File: src/rtl/plusminus_pkg.sv
// Shared types and seven-segment patterns for the plus/minus BCD counter.
package plusminus_pkg;

  typedef logic [3:0] bcd_t;

  // Active-low, bit order a..g = bit0..bit6.
  localparam logic [6:0] SEG_BLANK = 7'h7F;
  localparam logic [6:0] SEG_0     = 7'h40;
  localparam logic [6:0] SEG_1     = 7'h79;
  localparam logic [6:0] SEG_2     = 7'h24;
  localparam logic [6:0] SEG_3     = 7'h30;
  localparam logic [6:0] SEG_4     = 7'h19;
  localparam logic [6:0] SEG_5     = 7'h12;
  localparam logic [6:0] SEG_6     = 7'h02;
  localparam logic [6:0] SEG_7     = 7'h78;
  localparam logic [6:0] SEG_8     = 7'h00;
  localparam logic [6:0] SEG_9     = 7'h10;

endpackage

File: src/rtl/bcd_to_7seg.sv
// Combinational BCD digit to active-low seven-segment decoder; non-decimal codes blank.
module bcd_to_7seg
  import plusminus_pkg::*;
(
  input  bcd_t       i_bcd,
  output logic [6:0] o_seg
);

  always_comb begin
    o_seg = SEG_BLANK;
    case (i_bcd)
      4'd0:    o_seg = SEG_0;
      4'd1:    o_seg = SEG_1;
      4'd2:    o_seg = SEG_2;
      4'd3:    o_seg = SEG_3;
      4'd4:    o_seg = SEG_4;
      4'd5:    o_seg = SEG_5;
      4'd6:    o_seg = SEG_6;
      4'd7:    o_seg = SEG_7;
      4'd8:    o_seg = SEG_8;
      4'd9:    o_seg = SEG_9;
      default: o_seg = SEG_BLANK;
    endcase
  end

endmodule

File: src/rtl/plusminus_counter.sv
// Up/down NDIG-digit BCD counter fed by toggle-style one-shot outputs,
// with registered active-low seven-segment drive and overflow/underflow pulses.
module plusminus_counter
  import plusminus_pkg::*;
#(
  parameter int NDIG = 2,
  parameter int WRAP = 1
) (
  input  logic              clk,
  input  logic              rst,
  input  logic              plus_tgl,
  input  logic              minus_tgl,
  input  logic              clr_tgl,
  output logic [4*NDIG-1:0] count_bcd,
  output logic [7*NDIG-1:0] seg,
  output logic              ovf,
  output logic              unf
);

  logic              r_p_prev, r_m_prev, r_c_prev;
  logic [4*NDIG-1:0] r_count;
  logic [7*NDIG-1:0] r_seg;
  logic              r_ovf, r_unf;

  logic              w_inc, w_dec, w_clr;
  logic [NDIG-1:0]   w_is9, w_is0;
  logic [NDIG:0]     w_carry, w_borrow;
  logic [4*NDIG-1:0] w_inc_val, w_dec_val, w_next;
  logic [7*NDIG-1:0] w_seg_dec;
  logic              w_at_max, w_at_zero;
  logic              w_ovf, w_unf;

  assign w_inc = plus_tgl  ^ r_p_prev;
  assign w_dec = minus_tgl ^ r_m_prev;
  assign w_clr = clr_tgl   ^ r_c_prev;

  for (genvar gi = 0; gi < NDIG; gi++) begin : g_digit
    bcd_t w_d;
    assign w_d       = r_count[4*gi +: 4];
    assign w_is9[gi] = (w_d == 4'd9);
    assign w_is0[gi] = (w_d == 4'd0);
    assign w_inc_val[4*gi +: 4] = !w_carry[gi]  ? w_d : (w_is9[gi] ? 4'd0 : w_d + 4'd1);
    assign w_dec_val[4*gi +: 4] = !w_borrow[gi] ? w_d : (w_is0[gi] ? 4'd9 : w_d - 4'd1);

    bcd_to_7seg u_dec (
      .i_bcd (w_d),
      .o_seg (w_seg_dec[7*gi +: 7])
    );
  end

  // Carry into digit i is "all lower digits are 9"; computed as a flat AND
  // over a mask rather than a rippled chain so no signal feeds back into itself.
  for (genvar gi = 0; gi <= NDIG; gi++) begin : g_chain
    localparam logic [NDIG-1:0] LOWER = NDIG'((1 << gi) - 1);
    assign w_carry[gi]  = &(w_is9 | ~LOWER);
    assign w_borrow[gi] = &(w_is0 | ~LOWER);
  end

  assign w_at_max  = w_carry[NDIG];
  assign w_at_zero = w_borrow[NDIG];

  always_comb begin
    w_next = r_count;
    w_ovf  = 1'b0;
    w_unf  = 1'b0;
    if (w_clr) begin
      w_next = '0;
    end else if (w_inc && !w_dec) begin
      w_ovf = w_at_max;
      if (!w_at_max || WRAP != 0) w_next = w_inc_val;
    end else if (w_dec && !w_inc) begin
      w_unf = w_at_zero;
      if (!w_at_zero || WRAP != 0) w_next = w_dec_val;
    end
  end

  always_ff @(posedge clk or posedge rst) begin
    if (rst) begin
      r_p_prev <= 1'b0;
      r_m_prev <= 1'b0;
      r_c_prev <= 1'b0;
      r_count  <= '0;
      r_ovf    <= 1'b0;
      r_unf    <= 1'b0;
      r_seg    <= {NDIG{SEG_0}};
    end else begin
      r_p_prev <= plus_tgl;
      r_m_prev <= minus_tgl;
      r_c_prev <= clr_tgl;
      r_count  <= w_next;
      r_ovf    <= w_ovf;
      r_unf    <= w_unf;
      r_seg    <= w_seg_dec;
    end
  end

  assign count_bcd = r_count;
  assign seg       = r_seg;
  assign ovf       = r_ovf;
  assign unf       = r_unf;

endmodule

File: config.mk
export PLATFORM = sky130hd
export DESIGN_NAME = plusminus_counter
export DESIGN_NICKNAME = d
export VERILOG_FILES = /design/src/rtl/plusminus_pkg.sv /design/src/rtl/bcd_to_7seg.sv /design/src/rtl/plusminus_counter.sv
export SDC_FILE = /design/constraint.sdc
export NUM_CORES = 1
export LEC_CHECK = 0
export ABC_AREA = 1
export CORE_UTILIZATION = 30
export CTS_CLUSTER_SIZE = 16
export DETAILED_ROUTE_END_ITERATION = 16
export SYNTH_ARGS = -nofsm -noshare
export SYNTH_HDL_FRONTEND = slang
export SYNTH_SLANG_ARGS = --single-unit
File: constraint.sdc
create_clock -name clk -period 4.4 [get_ports clk]
set_clock_uncertainty 0.1 [all_clocks]
set_input_delay 0.88 -clock clk [delete_from_list [all_inputs] [get_ports clk]]
set_output_delay 0.88 -clock clk [all_outputs]
set_load 0.005 [all_outputs]
==> run metrics <==
total CTS buffers=3; Core Area=5110 um2; clk_lat worst skew=270 ps; Vias=1353; number of synthesized flops with an enable pin=0; status=complete, no violations; crit-path max FO=16; Ports=29; adder-cell area share of the yosys netlist=8.64%; final net count=241; PostCTS Resize Cnt=0; drt wl/cell=10.5 um; cell area after layout=1950 um2; TNS Setup=0 ps; Die X=74.9 um; Final min period=2530 ps; max incr delay on CP=680 ps; Static Leak=0.974 nW; Clock Power Share=13.5%; Placer Congestion=0.781; Post-CTS Hold Buffers=0; clock slew at reported path FFs=100 ps; initial DRC count=112; Slew HR=31.2%; H-tree depth=1; Netlist cell types=27; Tot GR Track Use=12.1%; pin count of the biggest net entering global routing=28; Int Power=646 uW; Hold WC Path Type=flip-flop to flip-flop; Max-cap violations=0; most common cell after layout, fill and taps aside=nand2_1; cells after synthesis=197; CTS sink count=27; DP Area=1910 um2; First-pass DRT Iterations=6; XOR/XNOR Fraction of Synth Area=0.550%; Synth Area in Simple Gates=29.6%; CP Launch Type=flip-flop; CP max stage cell=dfrtp_1; Psw=404 uW; setup violators final=0; hold slack=551 ps; peak supply drop=0.174 mV; CP cell instances=clkdlybuf4s50_1; Synth Warn #=0; vias per cell=4.60; Routed Antenna Nets=0; Critical Path AT=1550 ps; final hold viol count=0; most frequent cells in the layout=55 x nand2_1, 28 x clkdlybuf4s50_1, 25 x dfrtp_1; die area=5600 um2; share of post-route cells with drive strength above 1=9.82%; Bufs and invs on worst path=1; CP Class=flip-flop to output pin; first-pass GRT wire length=5.20 mm; #FFs+latches synth=27; Combinational Power Share=48.0%; Initial Util=31.2%; worst path required time=3420 ps; diode count=0; DP HPWL=2.35 mm; largest family of logic cells by synthesized area=simple AND/OR/NAND/NOR gates; Fill cells=534; Sw Share=38.5%; Seq pwr share=38.5%; total gr overflow=0; ys async rst share=100%; root buffer cell=clkbuf_8; vias in the first global route=1146; initial antenna violation count=0; Die Span Y=74.9 um; Final period util=57.4%; I/O Buffers=28; Clock Path Buffers=2; syn avg cell area=8.09 um2; Slew Limit Fails=0; Area Overhead vs Synth=22.7%; final core utilization=38.3%; post-synthesis sequential area ratio=42.6%; post-synthesis compound-gate area fraction=9.90%; Max Freq=396 MHz; CP endpoint kind=output pin; final WL=3.10 mm; Site Rows=26; setup bufs post-CTS=0; syn_nets=213; Largest delay share family, worst path=flip-flops; DRC=0; ys flop type=dfrtp_1; power per standard cell area=537 nW/um2; CTS tree=built; post-synthesis mux area share=0%; synthesized area=1590 um2; worst-margin pin slew=1030 ps; RSZ-0062 raised after global routing=false
layer usage:
layer | vias to the layer above | track usage [%] | wire [um]
met5 | - | 0 | 0
met1 | 620 | 17.6 | 1590
met3 | 2 | 1.34 | 143
met4 | 0 | 4.61 | 35
met2 | 36 | 18.3 | 1330
li1 | 695 | - | -
kinds of logic (layout without fill, tap and decap cells):
group / count (synthesis) / in the layout
AND/OR/NAND/NOR: 102 / 102
AO/OA/AOI/OAI: 28 / 28
buffers and inverters: 28 / 55
flip-flops: 27 / 27
adder cells (fa/ha/maj): 11 / 11
XOR/XNOR: 1 / 1
flip-flops by register name, indices dropped and copies added (netlist names):
name / flops
seg: 14
count_bcd: 8
r_m_prev: 1
r_c_prev: 1
r_p_prev: 1
ovf: 1
unf: 1
path summary, 6_finish.rpt:
| kind | start | end | slack (ps) | cells past startpoint |
|---|---|---|---|---|
| max in group asynchronous | rst | r_m_prev | 2520 | 2 |
| min reg2reg | r_c_prev | ovf | 550 | 3 |
| max | count_bcd[6] | count_bcd[6] | 1870 | 1 |
| min | r_c_prev | ovf | 550 | 3 |
| min in group asynchronous | rst | count_bcd[3] | 1070 | 2 |
| max reg2reg | count_bcd[4] | count_bcd[6] | 2580 | 7 |
per-stage QoR:
stage | instances | setup slack [ps] | power [mW]
2_1_floorplan | 197 | 2640 | 0.709
3_3_place_gp | 290 | 1980 | 0.912
3_5_place_dp | 290 | 1920 | 0.915
4_1_cts | 294 | 1880 | 1.06
5_1_grt | 294 | 1820 | 1.15
6_report | 294 | 1870 | 1.05
final cells by class:
cell class / count / area (um2) / area share (%)
clock buffers: 3 / 41.3 / 2.11
clock inverters: 1 / 5.00 / 0.256
inverters: 23 / 86.3 / 4.42
multi-input cells: 142 / 776 / 39.7
flip-flops and latches: 27 / 678 / 34.7
well taps: 70 / 87.6 / 4.48
repair buffers: 28 / 280 / 14.3
power groups by stage:
stage,Sequential (mW),Combinational [mW],Clock (mW)
floorplan,0.390,0.319,0
global placement,0.411,0.501,0
detailed placement,0.410,0.504,0
CTS,0.405,0.507,0.144
global route,0.418,0.577,0.155
finish,0.404,0.504,0.142
synth_stat cells, types with 2 or more instances:
| library cell | n | share of area (%) |
|---|---|---|
| nor2_1 | 9 | 2.1 |
| inv_1 | 21 | 4.9 |
| nand3_1 | 19 | 6.0 |
| dfstp_2 | 2 | 3.3 |
| buf_6 | 4 | 2.8 |
| nand3_2 | 2 | 1.3 |
| inv_2 | 2 | 0.47 |
| nand4_1 | 3 | 1.2 |
| o21ai_1 | 2 | 0.63 |
| nor2_4 | 2 | 1.4 |
| o211ai_1 | 2 | 0.94 |
| nand2_2 | 7 | 2.7 |
| nor4_1 | 2 | 0.79 |
| ha_1 | 11 | 8.6 |
| a21oi_1 | 5 | 1.6 |
| nand2_1 | 55 | 13 |
| o21ai_0 | 15 | 4.7 |
| dfrtp_1 | 25 | 39 |
Note: power is estimated with default switching activity, not from simulation.
==> RTL change, RTL diff (config.mk and constraints unchanged) <==
Change the parameter `WRAP` from 1 to 0.
--- a/src/rtl/plusminus_counter.sv
+++ b/src/rtl/plusminus_counter.sv
@@ -6,3 +6,3 @@
   parameter int NDIG = 2,
-  parameter int WRAP = 1
+  parameter int WRAP = 0
 ) (
Formal check against the unedited RTL: not equivalent (Yosys sat finds a counterexample within 4 cycles, from zero or initial values and one cycle with rst high).
==> RTL change against the unedited design <==
  * Wire length increased by 8.0%
  * Total power increased by 29%
  * Register-to-register slack about the same
  * Combinational power increased by 47%
  * Worst setup slack got worse by 17 ps
  * Sequential share of layout area decreased by 2.3 points
  * Die area increased by 7.9%
  * Sequential cell count unchanged
  * Cell count increased by 5.8%
  * First-iteration DRC count decreased by 0.89%
  * Via count increased by 3.8%
  * Area after synthesis increased by 8.1%
  * Design area increased by 7.0%
  * Critical path type unchanged
==> RTL change: results (changes against the unedited design) <==
.. list-table::
   :header-rows: 1

   * - Metric
     - Value
   * - TritonCTS buffer count
     - 3 (unchanged)
   * - # nets final
     - 257 (+6.6%)
   * - Pin count of the biggest net entering global routing
     - 28 (unchanged)
   * - Postcts setup bufs
     - 0 (unchanged)
   * - Reg2reg end
     - count_bcd[4]
   * - Post-Synthesis Cells
     - 212 (+7.6%)
   * - Clock input transition at the sequential cells of the worst setup and hold paths
     - 100 ps (about the same)
   * - Final HPWL from detailed placement
     - 2540 um (+8.1%)
   * - Global-route wire length before repair
     - 5850 um (+13%)
   * - Number of fill cells
     - 551 (+3.2%)
   * - Most area-consuming cells after synthesis
     - sky130_fd_sc_hd__dfrtp_1, sky130_fd_sc_hd__nand2_1, sky130_fd_sc_hd__ha_1
   * - Top post-synthesis cells by count
     - sky130_fd_sc_hd__nand2_1, sky130_fd_sc_hd__dfrtp_1, sky130_fd_sc_hd__inv_1
   * - Synth Net Count
     - 229 (+7.5%)
   * - Total via count after detailed routing
     - 1405 (+3.8%)
   * - Ratio of routed vias to standard cells
     - 4.52 (-1.8%)
   * - Run status
     - finished, final reports clean
   * - Reg2Reg Setup Slack
     - 2580 ps (about the same)
   * - Reported leakage power
     - 1.03 nW (+5.5%)
   * - Length in cells of the worst reg-to-reg path
     - 11 (+4)
   * - Min-Delay Startpoint
     - count_bcd[5]
   * - Share of synthesized area occupied by flip-flops and latches
     - 39.4% (-3.2 points)
   * - Worst Hold Class
     - reg2reg
   * - CTS H-tree depth
     - 1 (unchanged)
   * - Source-to-sink clock delay at the later pin of the worst-skew pair
     - 280 ps
   * - Number of antenna violations at the first check in global routing
     - 0 (unchanged)
   * - Post-CTS Resized
     - 0 (unchanged)
   * - DR iter-0 viols
     - 111 (-0.89%)
   * - Sink of the worst hold path
     - count_bcd[5]
   * - Number of detailed-route iterations in the first pass
     - 4 (-2)
   * - Number of global-route vias before repair
     - 1231 (+7.4%)
   * - Slew @ Worst Pin
     - 1010 ps (-20.2 ps)
   * - Area after detailed placement
     - 2040 um^2 (+7.1%)
   * - Fraction of layout instances using a drive strength above 1
     - 16.7% (+6.9 points)
   * - Max VDD drop
     - 198 uV (+14%)
   * - Total wire length
     - 3350 um (+8.0%)
   * - Cell count of the worst hold path
     - 2 (-1)
   * - Gr usage total
     - 12.1% (+0.039 points)
   * - Worst flop-to-flop path startpoint
     - count_bcd[0]
   * - Critical path peak fanout
     - 15 (-1)
   * - Placer's final routability congestion estimate
     - 0.870 (+11%)
   * - Footprint of the multi-input gates
     - 908 um^2 (+17%)
   * - Worst Hold Slack
     - 575 ps (+24.2 ps)
   * - Distinct cells, synth
     - 28 (+3.7%)
   * - Dpl cells
     - 307 (+5.9%)
## RTL change: cell type report
cell class                      count  area share [%]
Multi-Input combinational cell    157            43.4
Sequential cell                    27            32.4
Inverter                           23            4.13
Clock inverter                      1           0.359
Tap cell                           72            4.31
Timing Repair Buffer               28            13.4
Clock buffer                        3            1.97
## RTL change: worst max path at each step
| stage | slack [ps] | startpoint | endpoint |
|---|---|---|---|
| after floorplan | 2570 | clr_tgl | count_bcd[5] |
| after global placement | 1840 | minus_tgl | count_bcd[3] |
| after detailed placement | 1810 | plus_tgl | count_bcd[3] |
| after CTS | 1860 | count_bcd[6] | count_bcd[6] |
| after global routing | 1760 | count_bcd[6] | count_bcd[6] |
| final | 1860 | count_bcd[6] | count_bcd[6] |
## RTL change: where the power goes
group | internal [mW] | switching [mW]
clock | 0.0642 | 0.0771
combinational | 0.359 | 0.380
sequential | 0.353 | 0.121
total | 0.776 | 0.577
## RTL change: metrics by stage
step | setup WS, ps | total power [mW]
after floorplan | 2570 | 0.943
after global placement | 1840 | 1.22
after detailed placement | 1810 | 1.22
after CTS | 1860 | 1.37
after global routing | 1760 | 1.49
final | 1860 | 1.35
## RTL change: metal layers
metal	vias to the layer above	wire [um]	GRT usage, %
met3	2	164	2.47
met4	0	11	1.70
met5	-	0	0
met2	37	1550	19.5
met1	625	1620	17.0
li1	741	-	-
## RTL change: cells by family (layout without fill, tap and decap cells)
family                     Yosys count  count (layout)  synth area share (%)
and+or+nand+nor                    118             118                  35.1
AOI/OAI and AO/OA                   26              26                  8.43
xor gates and xnor gates             1               1                 0.509
buffers and inverters               28              55                  7.85
adders and majority gates           12              12                  8.72
DFF                                 27              27                  39.4
